**src/rtl/dti_pr_iniu_pr_seq.sv**
```systemverilog
`default_nettype none
// ============================================================================
// Module   : dti_pr_iniu_pr_seq
// Brief    : Partial-reset sequencer for the DTI initiator NIU system slice.
//            Accepts a 4-phase pr_req/pr_ack handshake, stalls the req/rsp
//            async FIFO halves, waits for the protocol engine and both FIFOs
//            to drain (or for a drain timeout), pulses clear/partial_reset
//            for a fixed window, lets FIFO pointers settle for one cycle,
//            then acknowledges.
//
// Ports    : clk, rst_n          - system clock, async active-low reset
//            pr_req / pr_ack     - 4-phase partial-reset handshake
//            pr_busy             - sequencer is not idle
//            dti_idle,
//            req_full_zero,
//            rsp_idle            - drain status inputs (ANDed into "drained")
//            req_stall/rsp_stall - FIFO stall controls
//            req_clear/rsp_clear - FIFO clear controls
//            dti_partial_reset   - protocol engine partial reset
//            timeout_err         - sticky: last sequence hit the drain timeout
//
// Revision : 1.0 - initial release
// ============================================================================
module dti_pr_iniu_pr_seq #(
    parameter int DRAIN_TIMEOUT = 1024,
    parameter int DRAIN_STABLE  = 2,
    parameter int CLEAR_CYCLES  = 4,
    parameter int CNT_W         = 11
) (
    input  logic clk,
    input  logic rst_n,
    input  logic pr_req,
    output logic pr_ack,
    output logic pr_busy,
    input  logic dti_idle,
    input  logic req_full_zero,
    input  logic rsp_idle,
    output logic req_stall,
    output logic rsp_stall,
    output logic req_clear,
    output logic rsp_clear,
    output logic dti_partial_reset,
    output logic timeout_err
);

    // ------------------------------------------------------------------------
    // State encoding
    // ------------------------------------------------------------------------
    localparam logic [2:0] c_st_idle    = 3'd0;
    localparam logic [2:0] c_st_drain   = 3'd1;
    localparam logic [2:0] c_st_clear   = 3'd2;
    localparam logic [2:0] c_st_release = 3'd3;
    localparam logic [2:0] c_st_done    = 3'd4;

    localparam logic [CNT_W-1:0] c_cnt_one  = CNT_W'(1);
    localparam logic [CNT_W-1:0] c_cnt_max  = {CNT_W{1'b1}};
    localparam logic [CNT_W-1:0] c_stable   = CNT_W'(DRAIN_STABLE);
    localparam logic [CNT_W-1:0] c_tmo_last = CNT_W'(DRAIN_TIMEOUT - 1);
    localparam logic [CNT_W-1:0] c_clr_last = CNT_W'(CLEAR_CYCLES - 1);

    // ------------------------------------------------------------------------
    // Registers
    // ------------------------------------------------------------------------
    logic [2:0]       r_state;
    logic [CNT_W-1:0] r_tmo_cnt;
    logic [CNT_W-1:0] r_stb_cnt;
    logic [CNT_W-1:0] r_clr_cnt;

    logic r_pr_ack;
    logic r_pr_busy;
    logic r_req_stall;
    logic r_rsp_stall;
    logic r_req_clear;
    logic r_rsp_clear;
    logic r_dti_partial_reset;
    logic r_timeout_err;

    // ------------------------------------------------------------------------
    // Combinational next-state values
    // ------------------------------------------------------------------------
    logic [2:0]       w_state_nxt;
    logic [CNT_W-1:0] w_tmo_cnt_nxt;
    logic [CNT_W-1:0] w_stb_cnt_nxt;
    logic [CNT_W-1:0] w_clr_cnt_nxt;
    logic             w_timeout_err_nxt;

    logic             w_drained;
    logic [CNT_W-1:0] w_tmo_inc;
    logic [CNT_W-1:0] w_stb_inc;
    logic [CNT_W-1:0] w_clr_inc;
    logic             w_stall_nxt;
    logic             w_clear_nxt;

    assign w_drained = dti_idle & req_full_zero & rsp_idle;

    // Saturating increments: the counters hold at all-ones rather than wrap.
    assign w_tmo_inc = (r_tmo_cnt == c_cnt_max) ? r_tmo_cnt : (r_tmo_cnt + c_cnt_one);
    assign w_stb_inc = (r_stb_cnt == c_cnt_max) ? r_stb_cnt : (r_stb_cnt + c_cnt_one);
    assign w_clr_inc = (r_clr_cnt == c_cnt_max) ? r_clr_cnt : (r_clr_cnt + c_cnt_one);

    always_comb begin
        w_state_nxt       = r_state;
        w_tmo_cnt_nxt     = r_tmo_cnt;
        w_stb_cnt_nxt     = r_stb_cnt;
        w_clr_cnt_nxt     = r_clr_cnt;
        w_timeout_err_nxt = r_timeout_err;

        case (r_state)
            c_st_idle: begin
                if (pr_req) begin
                    w_state_nxt       = c_st_drain;
                    w_tmo_cnt_nxt     = '0;
                    w_stb_cnt_nxt     = '0;
                    w_timeout_err_nxt = 1'b0;
                end
            end

            c_st_drain: begin
                // The timeout count keeps running across drained glitches;
                // only the stability count restarts.
                w_tmo_cnt_nxt = w_tmo_inc;
                w_stb_cnt_nxt = w_drained ? w_stb_inc : '0;
                // Stable exit is checked first so it wins a same-cycle tie
                // with the timeout and leaves timeout_err clear.
                if (w_drained && (w_stb_inc >= c_stable)) begin
                    w_state_nxt   = c_st_clear;
                    w_clr_cnt_nxt = '0;
                end else if (r_tmo_cnt >= c_tmo_last) begin
                    w_state_nxt       = c_st_clear;
                    w_clr_cnt_nxt     = '0;
                    w_timeout_err_nxt = 1'b1;
                end
            end

            c_st_clear: begin
                if (r_clr_cnt >= c_clr_last) begin
                    w_state_nxt = c_st_release;
                end else begin
                    w_clr_cnt_nxt = w_clr_inc;
                end
            end

            // One settle cycle with stalls still up and clears already down.
            c_st_release: begin
                w_state_nxt = c_st_done;
            end

            c_st_done: begin
                if (!pr_req) begin
                    w_state_nxt = c_st_idle;
                end
            end

            default: begin
                w_state_nxt = c_st_idle;
            end
        endcase
    end

    // Outputs are registered decodes of the next state so that each output
    // changes on the same edge as the state it belongs to.
    assign w_stall_nxt = (w_state_nxt == c_st_drain) ||
                         (w_state_nxt == c_st_clear) ||
                         (w_state_nxt == c_st_release);
    assign w_clear_nxt = (w_state_nxt == c_st_clear);

    // ------------------------------------------------------------------------
    // State and counter registers
    // ------------------------------------------------------------------------
    always_ff @(posedge clk or negedge rst_n) begin
        if (!rst_n) begin
            r_state   <= c_st_idle;
            r_tmo_cnt <= '0;
            r_stb_cnt <= '0;
            r_clr_cnt <= '0;
        end else begin
            r_state   <= w_state_nxt;
            r_tmo_cnt <= w_tmo_cnt_nxt;
            r_stb_cnt <= w_stb_cnt_nxt;
            r_clr_cnt <= w_clr_cnt_nxt;
        end
    end

    // ------------------------------------------------------------------------
    // Output registers; async reset drops clear/partial_reset immediately.
    // ------------------------------------------------------------------------
    always_ff @(posedge clk or negedge rst_n) begin
        if (!rst_n) begin
            r_pr_ack            <= 1'b0;
            r_pr_busy           <= 1'b0;
            r_req_stall         <= 1'b0;
            r_rsp_stall         <= 1'b0;
            r_req_clear         <= 1'b0;
            r_rsp_clear         <= 1'b0;
            r_dti_partial_reset <= 1'b0;
            r_timeout_err       <= 1'b0;
        end else begin
            r_pr_ack            <= (w_state_nxt == c_st_done);
            r_pr_busy           <= (w_state_nxt != c_st_idle);
            r_req_stall         <= w_stall_nxt;
            r_rsp_stall         <= w_stall_nxt;
            r_req_clear         <= w_clear_nxt;
            r_rsp_clear         <= w_clear_nxt;
            r_dti_partial_reset <= w_clear_nxt;
            r_timeout_err       <= w_timeout_err_nxt;
        end
    end

    assign pr_ack            = r_pr_ack;
    assign pr_busy           = r_pr_busy;
    assign req_stall         = r_req_stall;
    assign rsp_stall         = r_rsp_stall;
    assign req_clear         = r_req_clear;
    assign rsp_clear         = r_rsp_clear;
    assign dti_partial_reset = r_dti_partial_reset;
    assign timeout_err       = r_timeout_err;

endmodule
`default_nettype wire

```
**config.mk**
```make
export PLATFORM = sky130hd
export DESIGN_NAME = dti_pr_iniu_pr_seq
export DESIGN_NICKNAME = d
export VERILOG_FILES = /design/src/rtl/dti_pr_iniu_pr_seq.sv
export SDC_FILE = /design/constraint.sdc
export NUM_CORES = 1
export LEC_CHECK = 0
export ABC_AREA = 1
export BUFFER_PORTS_ARGS = -buffer_cell sky130_fd_sc_hd__buf_2
export CAP_MARGIN = 20
export CORE_ASPECT_RATIO = 0.7
export CORE_MARGIN = 1.5
export CORE_UTILIZATION = 35
export CTS_CLUSTER_SIZE = 30
export DETAILED_ROUTE_END_ITERATION = 8
export GPL_ROUTABILITY_DRIVEN = 0
export HOLD_SLACK_MARGIN = 0.03
export MAX_ROUTING_LAYER = met4
export PLACE_DENSITY = 0.58
export SYNTH_ARGS = -nofsm -noshare
export SYNTH_HDL_FRONTEND = slang
export SYNTH_SLANG_ARGS = --single-unit
```
**constraint.sdc**
```tcl
create_clock -name clk -period 2 [get_ports clk]
set_input_delay 0.4 -clock clk [delete_from_list [all_inputs] [get_ports clk]]
set_output_delay 0.4 -clock clk [all_outputs]
set_load 0.05 [all_outputs]
```
; ---- After elaboration in Yosys (flattened, before gate mapping)
; Cells that the tools add are included.
[classes]
n_addsub = 3
n_mul = 0
div = 0
order_cmp = 3
n_eq_ne = 18
shifts = 0
muxes = 21
bitwise_logic = 2
reduce_logical = 11
[ops]
columns = operator, count
row1 = two-way mux 11 bit, 8
row2 = case mux 11 bit (2 select lines), 3
row3 = "adder 11 x 1 -> 11 bit, second input constant", 3
row4 = "equality test 11 bit, second input constant", 3
row5 = ">= comparator 11 x 2 -> 1 bit, second input constant", 2
row6 = two-way mux 3 bit, 5
row7 = case mux 3 bit (5 select lines), 1
row8 = "equality test 3 x 2 -> 1 bit, second input constant", 4
row9 = "inequality test 2 bit, second input constant", 6
row10 = ">= comparator 11 x 10 -> 1 bit, second input constant", 1
row11 = AND reduction 4 bit, 2
row12 = "equality test 3 x 1 -> 1 bit, second input constant", 2
row13 = "equality test 3 bit, second input constant", 2
row14 = nonzero test 2 bit, 2
row15 = logical NOT 3 bit, 1
row16 = two-way mux 1 bit, 3
row17 = "inequality test 3 bit, second input constant", 1
row18 = AND reduction 3 bit, 1
row19 = nonzero test 3 bit, 1
row20 = AND 1 bit, 2
row21 = logical OR 1 bit, 2
row22 = case mux 1 bit (2 select lines), 1
row23 = AND reduction 2 bit, 1
row24 = logical AND 1 bit, 1
[totals]
ff_bits = 41
latch_bits = 0
mem_bits_rw = 0
romBits = 0
output_inout_bits = 8
memories = 0

; ---- Depth between registers and ports, before layout
[depth]
ltp_word = 9
depth_mapped = 14
depth_no_buf = 14

; ---- Least setup slack after synthesis
; OpenSTA, ideal clock, no wires.
[synth_path]
kind = register to register
startpoint = register r_stb_cnt[0]
endpoint = register r_pr_busy (netlist: pr_busy)
t_arrival_ns = 1.605
required_ns = 1.869
setup_slack_ns = 0.265
path_stages_with_launch = 12
n_path_buf = 0
synth_period_minus_slack_ns = 1.735
cell_sequence = dfrtp_1 -> ha_1 -> nand3_2 -> inv_1 -> nand3_4 -> nand3_1 -> nor2_2 -> nand3_1 -> nand2_2 -> nand2_1 -> a21oi_2 -> nand3_1
[synth_between]
elab_chain_len = 7
elab_cells_between_ends = 8
[synth_lines]
columns = element, line_no
row1 = start: declaration, 66  ; logic [CNT_W-1:0] r_stb_cnt;
row2 = start signal: assignment, 179  ; r_stb_cnt <= w_stb_cnt_nxt;
row3 = adder 11 x 1 -> 11 bit / equality test 11 bit (equally long branches), 98  ; assign w_stb_inc = (r_stb_cnt == c_cnt_max) ? r_stb_cnt : (r_stb_cnt + c_cnt_one);
row4 = two-way mux 11 bit (*), 98
row5 = >= comparator 11 x 2 -> 1 bit (*), 125  ; if (w_drained && (w_stb_inc >= c_stable)) begin
row6 = logical AND 1 bit (*), 125
row7 = two-way mux 3 bit (*), 125
row8 = case mux 3 bit (5 select lines) (*), 108  ; case (r_state)
row9 = nonzero test 3 bit (*), 199  ; r_pr_busy <= (w_state_nxt != c_st_idle);
row10 = end signal: assignment, 199
row11 = end: declaration, 70  ; logic r_pr_busy;
; Every way passes the cells marked *; elsewhere a longest branch is shown, timed or not.
; A chain may end at the register's enable or synchronous reset.

; ---- Worst setup path in the final report
; Ends and elaborated chain as after synthesis.

==> flow_metrics.tcl <==
set metrics [dict create \
    detailroute.wirelength.met3_microns 206 \
    period_share 0.930 \
    grt_setup_unrepaired "false" \
    coreArea_sq_mm 0.00584 \
    cts_buffer_depth 2 \
    worstHoldPathType "input pin to asynchronous set/reset pin" \
    viasPerCell 4.76 \
    cts_num_sinks 41 \
    pin_count 14 \
    metal1_wirelength_microns 2320 \
    antenna-diode-count 0 \
    skew_ns 0.00973 \
    initialDrtViolationCount 74 \
    floorplan.die.width_microns 96.7 \
    finalMaxSlewViolations 0 \
    worst_setup_hold_path_clk_slew_ns 0.09 \
    critical_path_class "register to register" \
    synth_enable_flop_cells 0 \
    via_count 1712 \
    groute.usage.overall 0.150 \
    overflow 0 \
    dominant_cell_type_by_area_after_synthesis "sky130_fd_sc_hd__dfrtp_1" \
    worstPathRequired_ns 2.17 \
    ctsHtreeMaxLevel 2 \
    synthesis.instances 260 \
    fmaxAchievable_ghz 0.538 \
    clk-insertion-delay-late_ns 0.30 \
    cts_root_buf "sky130_fd_sc_hd__clkbuf_8" \
    distinct_cell_type_count_after_synthesis 36 \
    timing.final.crit_period_ns 1.86 \
    maxSlewHeadroom 0.668 \
    route.met2.wl_microns 1840 \
    number_of_buffers_added_by_the_clock_tree_synthesis_step 5 \
    power.density_mw_per_mm2 973 \
    layout_cell_share_with_drive_strength_beyond_1 0.232 \
    yosysTopAreaCellShare 0.477 \
    drc 0 \
    grt_max_degree 24 \
    place_ws_ns 0.0968 \
    placementRows 23 \
    yosys-top-cells-area "sky130_fd_sc_hd__dfrtp_1, sky130_fd_sc_hd__nand2_1, sky130_fd_sc_hd__inv_1" \
    synth.avg_cell_area_sq_um 8.28 \
    maxCapViolCount 0 \
    synth_most_common_cell "sky130_fd_sc_hd__nand2_1" \
    dp.cells 351 \
    final_nets 293 \
    total_power_mw 2.41 \
    post_drt_wl_per_cell_microns 12.3 \
    die-area_sq_mm 0.00664 \
    cp-end-kind "register" \
    detail_route.first_pass.iterations 4 \
    dpl.hpwl_microns 3370 \
    synth-seq-area-share 0.477 \
    async_set_reset_flop_share_out_of_synthesis 1.00 \
    status "finished clean" \
    yosys_register_bits 41 \
    setup_viol 0 \
    yosys_most_used_dff "sky130_fd_sc_hd__dfrtp_1" \
    port_buffers 13 \
    finalSetupTns_ns 0 \
    grt_antenna_before_repair 0 \
    worst-path-max-fanout 10 \
    drtAntennaViolNets 0 \
    synthToLayoutAreaGrowth_pct 15.2 \
    critPathArrivalTime_ns 2.03 \
    finalNonFillerCells 360 \
    floorplan.initialDensity 0.368 \
    timing.final.hold_violations 0 \
    clock_tree_from_tritoncts "done" \
    yosys_warnings 0 \
    crit_path_start_kind "register" \
    finalWirelength_microns 4410 \
    synth_common_cells "sky130_fd_sc_hd__nand2_1, sky130_fd_sc_hd__inv_1, sky130_fd_sc_hd__dfrtp_1, sky130_fd_sc_hd__nor2_1" \
    ir_drop_v 0.000314 \
    top_layer "met4" \
    tightest_slew_ns 0.498 \
    die_h_microns 68.6 \
    syn_nets 269 \
    grt_first_pass_wirelength_microns 7560 \
    power.leakage_nw 1.20 \
    first_global_vias 1590 \
    syn_area_sq_mm 0.00215 \
    worst_slack_ns 0.140 \
]
## timing repair
| item | 4_1_cts | 5_1_grt |
|---|---|---|
| setup buffers | 0 | 1 |
| gates resized for setup | 0 | 11 |
| setup endpoints to repair | 0 | 16 |
| hold buffers | 0 | 0 |
## layer usage
metal  up-vias  global-route usage
li1        876                   -
met1       792               0.207
met2        39               0.214
met3         5              0.0353
met4         0              0.0543
met5         -                   -
## flip-flops by register name (all words and copies together) (netlist names)
signal             flops
r_state                3
pr_busy                1
r_tmo_cnt             11
pr_ack                 1
r_clr_cnt             11
rsp_stall              1
timeout_err            1
dti_partial_reset      1
r_stb_cnt             11
## cell families after synthesis
family | count (synthesis) | share of synthesized area
buf+inv | 51 | 0.0971
fa+ha+maj | 3 | 0.0174
xor+xnor | 2 | 0.00814
compound gates | 40 | 0.108
simple gates | 123 | 0.293
flops | 41 | 0.477
## layout make-up
class / instances / area [sq um]
fillers: 597 / 3360
flip-flops and latches: 41 / 1030
multi-input cells: 168 / 952
inverters: 47 / 181
repair buffers: 21 / 138
well taps: 75 / 93.8
clock buffers: 5 / 68.8
clock inverters: 3 / 17.5
## cell usage in the layout (no fill, tap or decap), types with 3 or more instances in the layout
cell / instances
sky130_fd_sc_hd__nor2_2: 13
sky130_fd_sc_hd__buf_4: 7
sky130_fd_sc_hd__nand3b_1: 3
sky130_fd_sc_hd__buf_2: 13
sky130_fd_sc_hd__dfrtp_1: 39
sky130_fd_sc_hd__nand3_1: 13
sky130_fd_sc_hd__a21oi_1: 12
sky130_fd_sc_hd__o22ai_1: 4
sky130_fd_sc_hd__nand3_4: 3
sky130_fd_sc_hd__nand4_1: 4
sky130_fd_sc_hd__inv_1: 45
sky130_fd_sc_hd__clkbuf_8: 5
sky130_fd_sc_hd__o21ai_0: 14
sky130_fd_sc_hd__nor2_1: 15
sky130_fd_sc_hd__nand2_2: 5
sky130_fd_sc_hd__nor3_1: 4
sky130_fd_sc_hd__nand2_1: 53
## where the power goes
group | internal (mW) | leakage (nW) | switching (mW)
Clock | 0.241 | 0.0439 | 0.292
Combinational | 0.241 | 0.610 | 0.640
Sequential | 0.927 | 0.549 | 0.0711
## critical path, stage by stage (launching register included)
cell and delay (ns):
sky130_fd_sc_hd__dfrtp_2 0.42, sky130_fd_sc_hd__ha_4 0.17, sky130_fd_sc_hd__nand3_4 0.10, sky130_fd_sc_hd__inv_2 0.12, sky130_fd_sc_hd__nand3_4 0.14, sky130_fd_sc_hd__nand2_2 0.10, sky130_fd_sc_hd__o21ai_2 0.06, sky130_fd_sc_hd__nor2_2 0.08
sky130_fd_sc_hd__nand3_1 0.09, sky130_fd_sc_hd__nand2_2 0.11, sky130_fd_sc_hd__nand2_1 0.07, sky130_fd_sc_hd__a21oi_2 0.17, sky130_fd_sc_hd__nand3_1 0.09
## worst paths after layout
path | from | to | slack [ns] | depth (start not counted)
max | r_stb_cnt[0] | pr_busy | 0.14 | 12
min | rst_n | r_stb_cnt[7] | 0.06 | 1
max reg2reg | r_stb_cnt[0] | pr_busy | 0.14 | 12
min reg2reg | r_clr_cnt[2] | r_clr_cnt[2] | 0.50 | 2
max in group asynchronous | rst_n | r_tmo_cnt[9] | 1.44 | 2
min in group clk | pr_req | r_state[2] | 0.39 | 3
## metrics by stage
stage | util | area, sq um | hold WS (ns)
final | 0.425 | 2480 | 0.0557
after global routing | 0.425 | 2480 | 0.0779
after CTS | 0.417 | 2430 | 0.0734
after detailed placement | 0.402 | 2350 | 0.399
after global placement | 0.402 | 2350 | 0.390
after floorplan | - | 2150 | 0.104
Power figures use the tool's default switching activity.
